File: src/rtl/rv32i_types.sv
// Shared types and constants for the cacheline-to-burst memory path.
package rv32i_types;

    // Cacheline and burst geometry.
    localparam int LINE_W      = 256;
    localparam int BURST_W     = 64;
    localparam int BEATS       = LINE_W / BURST_W;
    localparam int OFFSET_BITS = 5;

    // Adapter transaction phases.
    typedef enum logic [1:0] {
        IDLE = 2'd0,
        RD   = 2'd1,
        WR   = 2'd2,
        DONE = 2'd3
    } adapter_state_t;

endpackage

File: src/rtl/line_burst_adapter.sv
// Converts one cacheline read/write request from the arbiter into a burst
// of BURST_W-bit beats on the memory port, then answers with a one-cycle
// resp_o. One transaction is in flight at a time.
//
// Handshake: the arbiter holds read_i/write_i as a level until resp_o pulses
// and must drop it the cycle after. On the memory side read_o/write_o act as
// a held request; every cycle resp_i is high moves exactly one beat (read:
// burst_i is valid; write: burst_o was taken), and cycles with resp_i low are
// waits in which beat index and burst_o are held.
module line_burst_adapter
    import rv32i_types::*;
#(
    parameter int LINE_W  = rv32i_types::LINE_W,
    parameter int BURST_W = rv32i_types::BURST_W,
    parameter int ADDR_W  = 32
) (
    input  logic                clk,
    input  logic                rst,

    input  logic [LINE_W-1:0]   line_i,
    output logic [LINE_W-1:0]   line_o,
    input  logic [ADDR_W-1:0]   address_i,
    input  logic                read_i,
    input  logic                write_i,
    output logic                resp_o,

    input  logic [BURST_W-1:0]  burst_i,
    output logic [BURST_W-1:0]  burst_o,
    output logic [ADDR_W-1:0]   address_o,
    output logic                read_o,
    output logic                write_o,
    input  logic                resp_i
);

    localparam int NUM_BEATS = LINE_W / BURST_W;
    localparam int CNT_W     = (NUM_BEATS > 1) ? $clog2(NUM_BEATS) : 1;
    localparam logic [CNT_W-1:0] LAST_BEAT = CNT_W'(NUM_BEATS - 1);

    // Clearing the low offset bits with a mask (rather than slicing them
    // away) keeps every bit of address_i in use.
    localparam logic [ADDR_W-1:0] ALIGN_MASK = ~ADDR_W'((1 << OFFSET_BITS) - 1);

    adapter_state_t     state_q, state_d;
    logic [CNT_W-1:0]   beat_cnt_q, beat_cnt_d;
    logic [LINE_W-1:0]  line_q, line_d;
    logic [ADDR_W-1:0]  addr_q, addr_d;

    logic               last_beat;

    assign last_beat = resp_i && (beat_cnt_q == LAST_BEAT);

    // Next-state, beat counter and line buffer update.
    always_comb begin
        state_d    = state_q;
        beat_cnt_d = beat_cnt_q;
        line_d     = line_q;
        addr_d     = addr_q;

        unique case (state_q)
            IDLE: begin
                // A write takes priority; a simultaneous read is dropped.
                if (write_i) begin
                    line_d     = line_i;
                    addr_d     = address_i & ALIGN_MASK;
                    beat_cnt_d = '0;
                    state_d    = WR;
                end else if (read_i) begin
                    // The buffer is left alone here so line_o keeps the
                    // previous line until the first new beat lands.
                    addr_d     = address_i & ALIGN_MASK;
                    beat_cnt_d = '0;
                    state_d    = RD;
                end
            end

            RD: begin
                if (resp_i) begin
                    line_d[beat_cnt_q*BURST_W +: BURST_W] = burst_i;
                    // Counter wraps to zero on the final beat.
                    beat_cnt_d = beat_cnt_q + 1'b1;
                    if (last_beat) begin
                        state_d = DONE;
                    end
                end
            end

            WR: begin
                if (resp_i) begin
                    beat_cnt_d = beat_cnt_q + 1'b1;
                    if (last_beat) begin
                        state_d = DONE;
                    end
                end
            end

            DONE: begin
                // Requests are still high this cycle, so they are not
                // sampled here; the arbiter drops them next cycle.
                state_d = IDLE;
            end

            default: begin
                state_d = IDLE;
            end
        endcase
    end

    // Registered state, counter, line buffer and latched address.
    always_ff @(posedge clk) begin
        if (rst) begin
            state_q    <= IDLE;
            beat_cnt_q <= '0;
            line_q     <= '0;
            addr_q     <= '0;
        end else begin
            state_q    <= state_d;
            beat_cnt_q <= beat_cnt_d;
            line_q     <= line_d;
            addr_q     <= addr_d;
        end
    end

    // Port outputs decoded from the current phase.
    always_comb begin
        read_o    = 1'b0;
        write_o   = 1'b0;
        resp_o    = 1'b0;
        address_o = '0;
        burst_o   = '0;

        unique case (state_q)
            RD: begin
                read_o    = 1'b1;
                address_o = addr_q;
            end
            WR: begin
                write_o   = 1'b1;
                address_o = addr_q;
                // Held stable across wait cycles since beat_cnt_q only
                // advances on an accepted beat.
                burst_o   = line_q[beat_cnt_q*BURST_W +: BURST_W];
            end
            DONE: begin
                resp_o    = 1'b1;
            end
            default: begin
            end
        endcase
    end

    assign line_o = line_q;

endmodule

File: config.mk
export PLATFORM = sky130hd
export DESIGN_NAME = line_burst_adapter
export DESIGN_NICKNAME = d
export VERILOG_FILES = /design/src/rtl/rv32i_types.sv /design/src/rtl/line_burst_adapter.sv
export SDC_FILE = /design/constraint.sdc
export NUM_CORES = 1
export LEC_CHECK = 0
export CORE_AREA = 3 3 273 275
export DETAILED_ROUTE_END_ITERATION = 12
export DIE_AREA = 0 0 276 278
export PLACE_DENSITY = 0.48
export SYNTH_ARGS = -nofsm -noshare
export SYNTH_HDL_FRONTEND = slang
export SYNTH_SLANG_ARGS = --single-unit
File: constraint.sdc
create_clock -name clk -period 2.5 [get_ports clk]
set_clock_uncertainty 0.05 [all_clocks]
set_input_delay 0.75 -clock clk [delete_from_list [all_inputs] [get_ports clk]]
set_output_delay 0.75 -clock clk [all_outputs]
set_load 0.05 [all_outputs]
==> impl_metrics.yaml, run 1 <==
synth:
  synth-seq-cells: 287
  async_reset_ff_share_pct: 0
  yosysSeqAreaShare_pct: 32.06
  syn_area_um2: 17920
  synth_top_area_cell: "dfxtp_1"
  syn_avg_cell_area_um2: 9.693
  synth_flop_cell: "dfxtp_1"
  synth_edf_count: 0
  yosys_warnings: 0
  synth_cells: 1849
  synth_top_area_share_pct: 32.06
  yosysUniqueCellTypes: 32
  synth_top_cells_by_area: "dfxtp_1 32%, a311oi_2 20%, nand2b_1 8.9%"
sta:
  rsz0062_at_grt: "true"
  report.final.setup_viol: 345
  layout_setup_ws_ns: -0.4677
  period_share_pct: 118.7
  hold_violations: 0
  min_period_ns: 2.968
  worst_pin_slew_ns: 0.7679
  slew_violations: 0
  maxSlewHeadroom_pct: 48.80
  timing.fmax_mhz: 337.0
route:
  num_vias: 19630
  drt_wl_total_um: 113500
  vias_per_cell: 5.542
  first_pass_iters: 6
  drc: 0
  drtIter0Drc: 1775
  routedWlPerCell_um: 32.05
  ant_nets: 0
worst_setup_path:
  path_class: "register to primary output"
  path_cells: "buf_12 > buf_16 > mux4_2 > and2_4 > buf_8"
  crit_fanout: 6
  cp_top_family: "multiplexers"
  worstSetupStartpointType: "register"
  cp.arrival_ns: 2.17
  slowest_stage: "mux4_2"
  crit_required_ns: 1.70
  max_stage_delay_ns: 0.52
  end_kind: "primary output"
  rrSetupSlack_ns: -0.24
  crit_buf_inv: 3
floorplan:
  row_count: 99
  fp.coreArea_um2: 72590
  die_x_um: 276
  ios: 712
  die_h_um: 278
  start_util_pct: 24.69
  die_area_um2: 76730
layout:
  syn_to_final_growth_pct: 68.01
  layout-drive-gt1-share_pct: 32.97
  layout.cells.non_filler: 3542
  final_cell_mix: "350 x clkdlybuf4s50_1, 288 x a21oi_1, 283 x dfxtp_1"
  nFillCells: 7119
  final_common_cell: "clkdlybuf4s50_1"
  finalNetCount: 2904
grt:
  grt_use_total_pct: 24.97
  grt_max_degree: 162
  grt_pass1_vias: 19490
  grt_pass1_wl_um: 144800
  grt_overflow: 0
  antenna_found_initial: 28
power_and_ir_drop:
  irDropWorstVdd_mv: 0.6841
  powerDensity_nw_per_um2: 1322
  leakage_nw: 11.06
placed_design:
  dp.cells: 3353
  dp_slack_ns: -0.1934
  place.gp.congestion: 0.8367
  dp_hpwl_um: 68760
  io_buffers: 701
clock_tree:
  clk_path_buf_depth: 3
  numCtsBuffers: 37
  htreeDepth: 2
  path_clk_slew_ns: 0.06
  root_buffer: "clkbuf_16"
  cts_tree: "built"
  clk_latency_ns: 0.55
  ctsHoldBuffers: 0
  clock-sinks: 287
outcome:
  failed_checks: "setup timing"
  outcome: "finished with violations"
worst_hold_path:
  min_path_type: "register to register"
flow_run:
  cap_violations: 0
## metrics by stage
stage / util, % / area (um^2) / hold WS [ns] / setup TNS, ns / total power [mW]
2_1_floorplan: - / 18010 / 0.3817 / 0 / 23.60
3_3_place_gp: 36.33 / 26370 / 0.3914 / -6.162 / 32.66
3_5_place_dp: 36.33 / 26370 / 0.3933 / -6.802 / 32.88
4_1_cts: 39.07 / 28360 / 0.4060 / -78.01 / 38.76
5_1_grt: 41.48 / 30110 / 0.4269 / -90.59 / 41.13
6_report: 41.48 / 30110 / 0.4033 / -65.63 / 39.79
## synth_stat cells, types with 34 or more instances
cell type / number
nand3_1: 129
mux4_2: 64
nand2_1: 54
nand4_1: 130
dfxtp_1: 287
buf_6: 34
clkbuf_1: 117
nand2b_1: 256
and2_1: 95
a21oi_1: 288
a311oi_2: 240
buf_2: 78
## kinds of logic (layout without fill, tap and decap cells)
logic type / Yosys count / count (layout) / synth area share, %
flip-flops: 287 / 287 / 32.06
AND/OR/NAND/NOR: 674 / 674 / 21.96
adder cells (fa/ha/maj): 10 / 10 / 0.6981
buffers and inverters: 256 / 963 / 7.644
multiplexers: 67 / 67 / 8.238
AO/OA/AOI/OAI: 554 / 554 / 29.38
other: 1 / 28 / 0.02092
## registers in the layout, summed over array words and instances, names as in the netlist
name / count
addr_q: 27
beat_cnt_q: 2
line_o: 256
state_q: 2
## final timing paths
check	start	endpoint	depth (start not counted)
worst max-delay path	beat_cnt_q[0]$_SDFFE_PP0P_	burst_o[35]	5
worst min-delay path	addr_q[29]$_SDFFE_PP0P_	addr_q[29]$_SDFFE_PP0P_	2
worst max register to register	beat_cnt_q[0]$_SDFFE_PP0P_	line_o[3]$_SDFFE_PP0P_	13
worst min register to register	addr_q[29]$_SDFFE_PP0P_	addr_q[29]$_SDFFE_PP0P_	2
## worst reg2reg max path: cells and delay by family (launching register included)
kind	cells	cell delay (ns)
and+or+nand+nor	2	0.46
buffers and inverters	9	1.20
adders and majority gates	1	0.29
AOI/OAI and AO/OA	1	0.24
DFF	1	0.41
## layer usage
metal	track usage, %	up-vias	wire [um]
met3	4.756	228	8189
met4	9.127	8	4411
li1	-	8459	-
met2	42.31	1016	55100
met5	0	-	49
met1	31.62	9920	45770
## repair_timing
item                                    CTS  global route
resized for setup                       447            97
buffers inserted                         17            38
pin swaps                                22            44
endpoints found under the setup margin  300           348
cloned                                   11            46
## final cells by class
| cell class | instances | area [um^2] | share of cell area [%] |
|---|---|---|---|
| multi-input cells | 1310 | 11380 | 37.79 |
| inverters | 4 | 18.77 | 0.06233 |
| flip-flops and latches | 287 | 5756 | 19.11 |
| repair buffers | 897 | 10570 | 35.10 |
| clock inverters | 5 | 30.03 | 0.09973 |
| well taps | 959 | 1200 | 3.985 |
| clock buffers | 57 | 1101 | 3.657 |
| diodes | 23 | 57.56 | 0.1911 |
## power breakdown
part | internal, mW | switching [mW] | total, mW
Clock | 3.01 | 2.25 | 5.26
Sequential | 6.50 | 1.96 | 8.46
Combinational | 9.51 | 16.6 | 26.1
Note: power is estimated with default switching activity, not from simulation.
==> inputs of run 2 (changes only) <==
SETUP_SLACK_MARGIN = 0.15   (was default)
==> run 2 against run 1 <==
  * The run still ends with setup timing left
  * Worst setup slack improved by 0.015 ns
  * Clock-buffer cell count rose by 3
  * Design area fell by 3.2%
  * Clock power rose by 9.1%
  * Sequential power rose by 0.6%
  * Critical path depth did not move
  * Global-route usage fell by 0.56 points
  * Register-to-register slack improved by 0.29 ns
  * Fmax rose by 0.50%
  * Critical endpoint is now burst_o[3]
  * Largest cell class unchanged
==> impl_metrics.yaml, run 2 (synthesis results as in run 1) <==
worst_setup_path:
  crit_required_ns: 1.70
  rrSetupSlack_ns: 0.05
  cp.arrival_ns: 2.15
  worstSetupStartpointType: "register"
  end_kind: "primary output"
  crit_fanout: 9
  path_class: "register to primary output"
clock_tree:
  numCtsBuffers: 40
  clk_latency_ns: 0.54
  htreeDepth: 2
  clk_path_buf_depth: 3
  root_buffer: "clkbuf_16"
  cts_tree: "built"
  clock-sinks: 287
  path_clk_slew_ns: 0.06
sta:
  timing.fmax_mhz: 338.6
  finalSetupTns_ns: -28.80
  layout_setup_ws_ns: -0.4530
  maxSlewHeadroom_pct: 58.24
  hold_slack_ns: 0.4042
  min_period_ns: 2.953
  worst_pin_slew_ns: 0.6264
  period_share_pct: 118.1
  report.final.setup_viol: 91
  hold_violations: 0
  rsz0062_at_grt: "true"
  slew_violations: 0
power_and_ir_drop:
  p_int_mw: 19.19
  combPwrFrac_pct: 64.0
  seq_power_share_pct: 21.5
  leakage_nw: 10.63
  p_sw_mw: 20.39
  p_total_mw: 39.58
  swShare_pct: 51.51
  clockPowerShare_pct: 14.5
  powerDensity_nw_per_um2: 1357
  irDropWorstVdd_mv: 0.6641
grt:
  grt_overflow: 0
  antenna_found_initial: 18
  grt_pass1_vias: 19860
  grt_use_total_pct: 24.41
  grt_pass1_wl_um: 142600
  grt_max_degree: 132
floorplan:
  row_count: 99
  die_x_um: 276
  die_h_um: 278
  ios: 712
  fp.coreArea_um2: 72590
  start_util_pct: 24.69
  die_area_um2: 76730
layout:
  final_common_cell: "clkdlybuf4s50_1"
  final_cell_mix: "350 x clkdlybuf4s50_1, 288 x a21oi_1, 283 x dfxtp_1"
  largest_reg_flops: 256
  nFillCells: 7130
  finalNetCount: 2859
  final_util_pct: 40.17
  layout-drive-gt1-share_pct: 30.71
  syn_to_final_growth_pct: 62.71
route:
  vias_per_cell: 5.496
  drtIter0Drc: 1605
  ant_nets: 0
  num_vias: 19190
  routedWlPerCell_um: 29.23
  drc: 0
  first_pass_iters: 5
  drt_wl_total_um: 102000
worst_hold_path:
  min_path_type: "register to register"
placed_design:
  dp_hpwl_um: 68370
  place.gp.congestion: 0.8700
  io_buffers: 701
flow_run:
  cap_violations: 0
outcome:
  outcome: "finished with violations"
  failed_checks: "setup timing"
run 2: changes by cell type in the layout (fill, tap and decap cells not counted), sizes merged:
cell and delta:
buf -42, bufinv +2, clkbuf -17, clkdlybuf4s15 +36, clkinvlp -1, diode -8, dlygate4sd2 -23, dlymetal6s2s +1
inv +1
run 2: critical path, stage by stage, from the launching register on:
cell and delay, ns:
dfxtp_4 0.41, buf_12 0.19, buf_8 0.14, mux4_2 0.49
and2_2 0.21, buf_6 0.15
run 2: routing by layer:
layer  vias up  wire length (um)  part of all wire [%]  track usage (%)
met5         -                36                 0.035                0
met4         6              3085                   3.0            8.653
met3       164              7152                   7.0            5.075
met2       915             51230                    50            42.76
met1      9744             40520                    40            29.62
li1       8358                 -                     -                -
run 2: layout make-up:
type	instances	area, um^2	share of cell area (%)
Multi-Input combinational cell	1310	11230	38.51
Timing Repair Buffer	849	9647	33.08
Sequential cell	287	5761	19.75
Tap cell	959	1200	4.115
Clock buffer	60	1177	4.038
Clock inverter	7	90.09	0.3089
Antenna cell	15	37.54	0.1287
Inverter	4	20.02	0.06865
run 2: path summary, 6_finish.rpt:
path / from / endpoint / cells after the start
max reg2reg: beat_cnt_q[0]$_SDFFE_PP0P_ / line_o[11]$_SDFFE_PP0P_ / 9
min reg2reg: addr_q[12]$_SDFFE_PP0P_ / addr_q[12]$_SDFFE_PP0P_ / 2
min: addr_q[12]$_SDFFE_PP0P_ / addr_q[12]$_SDFFE_PP0P_ / 2
max: beat_cnt_q[0]$_SDFFE_PP0P_ / burst_o[3] / 5
run 2: repair_timing:
item / CTS / global route
cloned: 5 / 10
setup endpoints to repair: 354 / 279
resized for setup: 393 / 38
pin swaps: 26 / 5
hold buffers: 0 / 0
hold endpoints to repair: 0 / 0
setup buffers: 18 / 10
run 2: power by group through the flow:
stage               logic, mW  clock network (mW)  registers (mW)
finish                   25.3                5.74            8.51
global route             26.3                6.04            8.66
CTS                      24.8                5.86            8.46
detailed placement       24.6                   0            8.58
global placement         24.4                   0            8.54
floorplan                9.85                   0            13.9
run 2: metrics by stage:
step / setup slack (ns) / std cells / cell area (um^2)
5_1_grt: -0.5284 / 3489 / 29160
4_1_cts: -0.5021 / 3456 / 28610
6_report: -0.4530 / 3491 / 29160
3_5_place_dp: -0.07518 / 3366 / 26860
2_1_floorplan: 0.09054 / 1853 / 18090
3_3_place_gp: -0.05944 / 3366 / 26860
